--- src/rtl/linear_array_capture.sv ---
// Linear-sensor readout sequencer driving N_CH shared-clock serial ADCs.
// Produces SI/sensor_clk timing and one deserialised sample per pixel per channel.
module linear_array_capture #(
  parameter int N_CH     = 2,
  parameter int DATA_W   = 12,
  parameter int ADC_LEAD = 4,
  parameter int N_PIX    = 128,
  parameter int PIX_CYC  = 40,
  parameter int SETTLE   = 2,
  parameter int PIX_W    = 7
) (
  input  logic                     clk_20M,
  input  logic                     reset,
  input  logic                     start,
  input  logic                     continuous,
  input  logic [15:0]              int_clks,
  input  logic [N_CH-1:0]          adc_sdata,
  output logic                     sensor_clk,
  output logic                     si,
  output logic                     adc_sclk,
  output logic                     adc_cs_n,
  output logic [N_CH*DATA_W-1:0]   data,
  output logic                     data_valid,
  output logic [PIX_W-1:0]         pix_idx,
  output logic                     frame_start,
  output logic                     frame_done,
  output logic                     busy
);

  localparam int CONV_BITS = ADC_LEAD + DATA_W;
  localparam int SC_W      = $clog2(PIX_CYC);

  localparam logic [SC_W-1:0]  SC_LAST  = SC_W'(PIX_CYC - 1);
  localparam logic [SC_W-1:0]  SC_HALF  = SC_W'(PIX_CYC / 2);
  localparam logic [SC_W-1:0]  SI_BEG   = SC_W'(PIX_CYC - 4);
  localparam logic [SC_W-1:0]  SI_HOLD  = SC_W'(3);
  localparam logic [SC_W-1:0]  CONV_BEG = SC_W'(SETTLE);
  localparam logic [SC_W-1:0]  CONV_END = SC_W'(SETTLE + 2 * CONV_BITS);
  localparam logic [PIX_W-1:0] PIX_LAST = PIX_W'(N_PIX - 1);
  localparam logic             SETTLE_ODD = (SETTLE % 2) == 1;

  typedef enum logic [2:0] {
    S_IDLE,
    S_SI,
    S_PIXEL,
    S_FLUSH,
    S_INTEG
  } state_t;

  typedef struct packed {
    logic sensor_clk;
    logic si;
    logic adc_sclk;
    logic adc_cs_n;
  } pins_t;

  localparam pins_t PINS_RST = '{sensor_clk: 1'b0, si: 1'b0, adc_sclk: 1'b1, adc_cs_n: 1'b1};

  // Pin levels for a given slot position; evaluated on next-state values so
  // every external strobe leaves the block straight from a flop.
  function automatic pins_t decode(input state_t st, input logic [SC_W-1:0] sc,
                                   input logic [PIX_W-1:0] pix);
    pins_t p;
    logic  conv;
    p            = PINS_RST;
    conv         = (st == S_PIXEL) && (sc >= CONV_BEG) && (sc < CONV_END);
    p.sensor_clk = ((st == S_PIXEL) || (st == S_FLUSH) || (st == S_INTEG)) && (sc < SC_HALF);
    p.si         = ((st == S_SI) && (sc >= SI_BEG)) ||
                   ((st == S_PIXEL) && (pix == '0) && (sc <= SI_HOLD));
    p.adc_cs_n   = !conv;
    p.adc_sclk   = conv ? (sc[0] ^ SETTLE_ODD) : 1'b1;
    return p;
  endfunction

  state_t            state_q, state_d;
  logic [SC_W-1:0]   sc_q, sc_d;
  logic [PIX_W-1:0]  pix_q, pix_d;
  logic [15:0]       gap_q, gap_d;
  logic [15:0]       int_q;
  pins_t             pins_q;
  logic              busy_q;
  logic              frame_done_q;
  logic              slot_end;
  logic              in_conv;
  logic              shift_en;
  logic              load_en;
  logic [DATA_W-1:0] shreg [N_CH];

  assign slot_end = (sc_q == SC_LAST);
  assign in_conv  = (state_q == S_PIXEL) && (sc_q >= CONV_BEG) && (sc_q < CONV_END);
  // o = sc - SETTLE is odd exactly when sc[0] differs from SETTLE's parity.
  assign shift_en = in_conv && (sc_q[0] ^ SETTLE_ODD);
  assign load_en  = (state_q == S_PIXEL) && (sc_q == CONV_END);

  // NOTE: every variable gets a default before the case so no path leaves
  // it unassigned; otherwise synthesis infers a latch.
  always_comb begin
    state_d = state_q;
    case (state_q)
      S_IDLE:  if (start) state_d = S_SI;
      S_SI:    if (slot_end) state_d = S_PIXEL;
      S_PIXEL: if (slot_end && (pix_q == PIX_LAST)) state_d = S_FLUSH;
      S_FLUSH: begin
        if (slot_end) begin
          if (int_clks != 16'd0) state_d = S_INTEG;
          else                   state_d = continuous ? S_SI : S_IDLE;
        end
      end
      S_INTEG: begin
        if (slot_end && (gap_q == int_q - 16'd1))
          state_d = continuous ? S_SI : S_IDLE;
      end
      default: state_d = S_IDLE;
    endcase

    sc_d = ((state_q == S_IDLE) || slot_end) ? '0 : sc_q + 1'b1;

    pix_d = pix_q;
    if (state_q == S_SI)                    pix_d = '0;
    else if ((state_q == S_PIXEL) && slot_end) pix_d = pix_q + 1'b1;

    gap_d = gap_q;
    if (state_q == S_FLUSH)                 gap_d = '0;
    else if ((state_q == S_INTEG) && slot_end) gap_d = gap_q + 16'd1;
  end

  // NOTE: sequential state uses non-blocking assignments so all flops see
  // the pre-edge values of one another, independent of statement order.
  always_ff @(posedge clk_20M or negedge reset) begin
    if (!reset) begin
      state_q      <= S_IDLE;
      sc_q         <= '0;
      pix_q        <= '0;
      gap_q        <= '0;
      int_q        <= '0;
      pins_q       <= PINS_RST;
      busy_q       <= 1'b0;
      frame_done_q <= 1'b0;
    end else begin
      state_q      <= state_d;
      sc_q         <= sc_d;
      pix_q        <= pix_d;
      gap_q        <= gap_d;
      pins_q       <= decode(state_d, sc_d, pix_d);
      busy_q       <= (state_d != S_IDLE);
      frame_done_q <= (state_d == S_FLUSH) && (sc_d == SC_LAST);
      if ((state_q == S_FLUSH) && slot_end) int_q <= int_clks;
    end
  end

  // NOTE: the deserialisers carry no reset; their contents are only ever
  // observed after a full conversion has overwritten them.
  always_ff @(posedge clk_20M) begin
    if (shift_en) begin
      for (int c = 0; c < N_CH; c++)
        shreg[c] <= {shreg[c][DATA_W-2:0], adc_sdata[c]};
    end
  end

  // Leading bits simply fall off the top of the DATA_W-wide shifters.
  always_ff @(posedge clk_20M or negedge reset) begin
    if (!reset) begin
      data        <= '0;
      data_valid  <= 1'b0;
      pix_idx     <= '0;
      frame_start <= 1'b0;
    end else begin
      data_valid  <= load_en;
      frame_start <= load_en && (pix_q == '0);
      if (load_en) begin
        for (int c = 0; c < N_CH; c++)
          data[c*DATA_W +: DATA_W] <= shreg[c];
        pix_idx <= pix_q;
      end else if (state_q == S_SI) begin
        pix_idx <= '0;
      end
    end
  end

  assign sensor_clk = pins_q.sensor_clk;
  assign si         = pins_q.si;
  assign adc_sclk   = pins_q.adc_sclk;
  assign adc_cs_n   = pins_q.adc_cs_n;
  assign frame_done = frame_done_q;
  assign busy       = busy_q;

endmodule

--- config.mk ---
export PLATFORM = sky130hd
export DESIGN_NAME = linear_array_capture
export DESIGN_NICKNAME = d
export VERILOG_FILES = /design/src/rtl/linear_array_capture.sv
export SDC_FILE = /design/constraint.sdc
export NUM_CORES = 1
export LEC_CHECK = 0
export CAP_MARGIN = 20
export CORE_ASPECT_RATIO = 0.7
export CORE_MARGIN = 8
export CORE_UTILIZATION = 50
export DETAILED_ROUTE_END_ITERATION = 6
export PLACE_DENSITY = 0.88
export SLEW_MARGIN = 10
export SYNTH_ARGS = -nofsm -noshare
export SYNTH_HDL_FRONTEND = slang
export SYNTH_SLANG_ARGS = --single-unit
export TNS_END_PERCENT = 50
--- constraint.sdc ---
create_clock -name clk_20M -period 2.7 [get_ports clk_20M]
set_clock_uncertainty 0.05 [all_clocks]
set_input_delay 0.81 -clock clk_20M [delete_from_list [all_inputs] [get_ports clk_20M]]
set_output_delay 0.81 -clock clk_20M [all_outputs]
set_load 0.01 [all_outputs]
# Yosys cells after proc, flatten, opt, wreduce, memory -nomap -nowiden
# Memories as Yosys holds them, arrays and structs flattened.
# Cells that the tools add are included.
[word_totals]
reg_bits = 87
mem_bits_rw = 24
in_bits = 22
mem_count = 1
[classes]
add_sub_neg = 4
order_cmp = 7
n_eq_ne = 13
mux = 18
reduce_logical = 29
[mem_list]
columns = ["name", "depth", "word_bits", "read_ports", "rd_clocked_by_memory_dff", "wr", "line", "text"]
rows = [
  ["shreg", 2, 12, 2, 0, 2, "87", "logic [DATA_W-1:0] shreg [N_CH];"],
]
[ops]
columns = ["op", "count"]
rows = [
  ["two-way mux 16 bit", 2],
  ["two-way mux 7 bit", 4],
  ["== test 6 bit, second input constant", 3],
  ["two-way mux 3 bit", 6],
  ["logical AND 1 bit", 17],
  ["adder 16 x 1 -> 16 bit, second input constant", 1],
  ["== test 16 bit", 1],
  ["nonzero test 16 bit", 1],
  ["subtractor 16 x 1 -> 16 bit, second input constant", 1],
  ["case mux 3 bit (5 select lines)", 1],
  ["logical NOT 7 bit", 2],
  ["== test 3 x 2 -> 1 bit, second input constant", 4],
  ["greater-or-equal comparator 6 x 2 -> 1 bit, second input constant", 2],
  ["< comparator 6 bit, second input constant", 2],
  ["adder 7 x 1 -> 7 bit, second input constant", 1],
  ["== test 7 bit, second input constant", 1],
  ["adder 6 x 1 -> 6 bit, second input constant", 1],
  ["== test 3 x 1 -> 1 bit, second input constant", 2],
  ["== test 3 bit, second input constant", 2],
  ["greater-or-equal comparator 6 bit, second input constant", 1],
  ["less-or-equal comparator 6 x 2 -> 1 bit, second input constant", 1],
  ["< comparator 6 x 5 -> 1 bit, second input constant", 1],
  ["two-way mux 6 bit", 1],
  ["logical OR 1 bit", 4],
  ["5 further kinds", 9],
]

# Longest topological paths before layout
[logic_depth]
depth_word = 9
mapped_depth = 10
mapped_depth_nobuf = 10

# Worst setup path after synthesis
# Ideal clock, no wire load.
[synth_path]
kind = "reg-to-reg"
startpoint = "register int_q[5]"
endpoint = "register busy_q, in the netlist busy"
setup_ps = 138
t_arrival_ps = 2622
setup_slack_ps = -110
path_stages_with_launch = 10
path_buffers = 1
synth_period_minus_slack_ps = 2810
cell_sequence = "dfrtp_1 buf_6 or4_4 nor3_4 nor3b_2 xnor2_1 a2111oi_2 o2111a_2 nor2_1 or4_1"
[synth_via]
elab_chain_cells = 6
[synth_rtl]
columns = ["item", "line", "text"]
rows = [
  ["start, declared", "79", "logic [15:0] int_q;"],
  ["start signal, assigned", "147", "if ((state_q == S_FLUSH) && slot_end) int_q <= int_clks;"],
  ["subtractor 16 x 1 -> 16 bit", "110", "if (slot_end && (gap_q == int_q - 16'd1))"],
  ["== test 16 bit", "110", ""],
  ["logical AND 1 bit", "110", ""],
  ["two-way mux 3 bit", "110", ""],
  ["case mux 3 bit (5 select lines)", "99", "case (state_q)"],
  ["nonzero test 3 bit", "145", "busy_q <= (state_d != S_IDLE);"],
  ["end signal, assigned", "145", ""],
  ["end, declared", "81", "logic busy_q;"],
]
# Every way passes these cells.
# A chain may end at the register's enable or synchronous reset.

# Worst setup path after layout
[layout_path]
startpoint = "register int_q[1]"
endpoint = "register busy_q, in the netlist busy"
[layout_via]
elab_chain_cells = 6
[layout_rtl]
columns = ["item", "line", "text"]
rows = [
  ["subtractor 16 x 1 -> 16 bit", "110", ""],
  ["== test 16 bit", "110", ""],
  ["logical AND 1 bit", "110", ""],
  ["two-way mux 3 bit", "110", ""],
  ["case mux 3 bit (5 select lines)", "99", ""],
  ["net state_d[0]", "75", "state_t state_q, state_d;"],
  ["nonzero test 3 bit", "145", ""],
]
# The timed path passes the listed nets, and every way through them passes these cells.

==> reports/results.txt <==
Die X - 137 um
clk slew on worst S/H paths - 0.08 ns
Final Cycle Share - 109%
synthesized area per cell - 10.4 sq um
ANT cells - 0
violated checks - negative setup slack
DRC viols - 0
fmax - 0.339 GHz
run status - finished, violations left
hold buffers post-CTS - 0
Synth async-reset ratio - 78.4%
DPL Wire Length - 9250 um
EDFF count, synth - 24
antenna violations before repair - 0
Vias/cell - 5.73
post-DR wirelength/cell - 18.3 um
vias in the first global route - 4286
commonest non-fill, non-tap cell in the layout - nand2_1
total clock sinks - 111
routed via count - 4185
Worst Reg2Reg Path Length in Cells - 10
Main synth FF type - dfrtp_1
CTS Buffer Depth - 2
Slew HR - 49.6%
largest net degree at the start of global routing - 45
largest stage delay on the critical path - 0.53 ns
power per cell area - 495 nW/um^2
Boundary Pins - 61
die area - 13800 sq um
Setup Total Neg Slack - -1.11 ns
reg2reg setup slack - -0.25 ns
hold crit path type - primary input to async pin
Final Worst Setup Slack - -0.246 ns
fin nets - 622
commonest cells after routing, fill and taps aside - nand2_1 (102), dfrtp_1 (85), clkdlybuf4s50_1 (59), buf_4 (49), nor2_1 (43)
initial cell density of the core - 50.4%
TritonCTS Buffers - 9
Critical Path Start Type - flip-flop
Worst setup EP type - flip-flop
Buffers on Ports - 60
total power - 0.00326 W
num rows - 31
Yosys cell types - 55
post-route insts no fill - 731
synthesized cell area - 5120 sq um
final hold violations - 0
Synth warnings - 0
worst skew pair latency - 0.35 ns
FF-to-FF Start - int_q[1]
Total GRT Usage - 20.3%
CTS H-tree depth - 3
Synth Instances - 491
Slew Viols, Final - 0
crit path time final - 2.95 ns
Syn Nets - 519
critical path peak fanout - 6
Synth Register Bits - 111
Core ar. - 10200 sq um
maximum VDD drop - 0.329 mV
Routed Antenna Nets - 0
grt total ovfl - 0
CTS tree - built
RR Endpoint - busy
Initial DRT Pass Iterations - 6
first-pass GRT wire length - 22000 um
Worst Path Arrival - 3.13 ns
First DRT Iteration DRCs - 475
P&R area growth vs syn - 28.6%
layout cells sized above 1 - 17.4%
P_leak - 2.85 nW
Die Y - 101 um
Seq/Total Area, Yosys - 56.7%
maxcap violations - 0
CP Cell Sequence - inv_1 -> ha_2 -> or4b_4 -> nor2_4 -> mux2i_1 -> o21a_1 -> a2111oi_4 -> o2111a_2 -> a41o_4 -> or4_1
final setup fails - 6
CP required - 2.88 ns
setup repair after global routing missed its margin - true
Routed WL - 13400 um
Worst Tran Pin Value - 0.755 ns
Crit Path Class - flip-flop to flip-flop
CP max-delay cell - or4b_4
root cell of the clock tree - clkbuf_16
RD Place Congestion - 0.874
DP Cell Count - 712
## worst max path at each step
stage | start | to | slack (ns)
after floorplan | int_q[6] | busy | 0.03
after global placement | int_clks[0] | busy | -0.1
after CTS | int_q[1] | busy | -0.17
final | int_q[1] | busy | -0.25
after global routing | int_q[1] | busy | -0.31
after detailed placement | int_q[1] | adc_sclk | -0.16
## kinds of logic (layout without fill, tap and decap cells)
family,Yosys count,in the layout,share of synthesized area (%)
xor+xnor,46,46,7.87
simple gates,231,231,21.6
buf+inv,31,139,2.44
flops,111,111,56.7
compound gates,47,47,5.87
fa+ha+maj,6,6,1.47
mux,19,19,4.11
## critical path, delay by kind of cell (launching register included)
family	cells	cell delay, ns
buffers and inverters	1	0.09
and+or+nand+nor	3	1.10
AOI/OAI and AO/OA	4	0.77
muxes	1	0.22
adders and majority gates	1	0.19
DFF	1	0.41
## routing by layer
| layer | GRT usage, % | part of all wire [%] |
|---|---|---|
| met1 | 26.6 | 41 |
| met2 | 32.1 | 50 |
| met3 | 4.98 | 7.5 |
| met4 | 6.82 | 2.2 |
| met5 | 0 | 0 |
## repair_timing
item,4_1_cts,5_1_grt
pin swaps,2,2
resized for setup,4,6
cloned,0,0
setup buffers,2,1
endpoints found under the setup margin,6,10
## state kept, by name, summed over array words and instances, names as in the netlist, 3 cells and up
name     count
sc_q         6
gap_q       16
shreg       24
int_q       16
state_q      3
pix_idx      7
data        24
pix_q        7
## through the flow
stage / cell area (sq um) / hold WS (ns) / utilization, % / setup slack [ns]
6_report: 6580 / 0.285 / 64.8 / -0.246
3_5_place_dp: 6200 / 0.384 / 61.0 / -0.164
4_1_cts: 6540 / 0.281 / 64.3 / -0.171
3_3_place_gp: 6200 / 0.377 / 61.0 / -0.0991
5_1_grt: 6580 / 0.291 / 64.8 / -0.306
2_1_floorplan: 5140 / 0.365 / - / 0.0277
## cell usage after synthesis, types with 2 or more instances
cell	number	share of area (%)
xnor2_1	27	4.6
or4_1	5	0.73
mux2i_1	3	0.59
and4b_1	2	0.39
ha_1	6	1.5
dfrtp_1	85	42
xor2_1	19	3.3
o21a_1	3	0.44
o22ai_1	2	0.24
or3_1	3	0.37
nand4_1	9	1.1
mux2_2	16	3.5
a21oi_1	11	1.1
and3_1	3	0.37
nor4b_1	2	0.34
o311ai_0	2	0.34
or2_2	3	0.37
inv_1	13	0.95
nor2_1	45	3.3
and2_1	2	0.24
nand3_1	18	1.8
nor4_1	8	0.98
dfstp_2	2	1.0
and4_1	3	0.51
o21ai_0	15	1.5
nand2b_1	2	0.24
edfxtp_1	24	14
o31ai_1	2	0.29
nor3_1	13	1.3
nand2_1	102	7.5
clkbuf_1	16	1.2
a31oi_1	2	0.24
## report_power, final
part | switching (W) | internal, W | leakage, nW | total [W]
Clock | 0.000629 | 0.000730 | 0.142 | 0.00136
Sequential | 0.0000133 | 0.00172 | 1.36 | 0.00173
Combinational | 0.0000794 | 0.0000864 | 1.35 | 0.000166
## final cells by class
| type | count | area [sq um] |
|---|---|---|
| timing repair buffer | 110 | 998 |
| tap | 132 | 165 |
| fill | 717 | 3580 |
| multi-input combinational | 349 | 2170 |
| sequential | 111 | 2900 |
| inverter | 13 | 48.8 |
| clock buffer | 9 | 225 |
| clock inverter | 7 | 77.6 |
(Power assumes the default switching activity.)
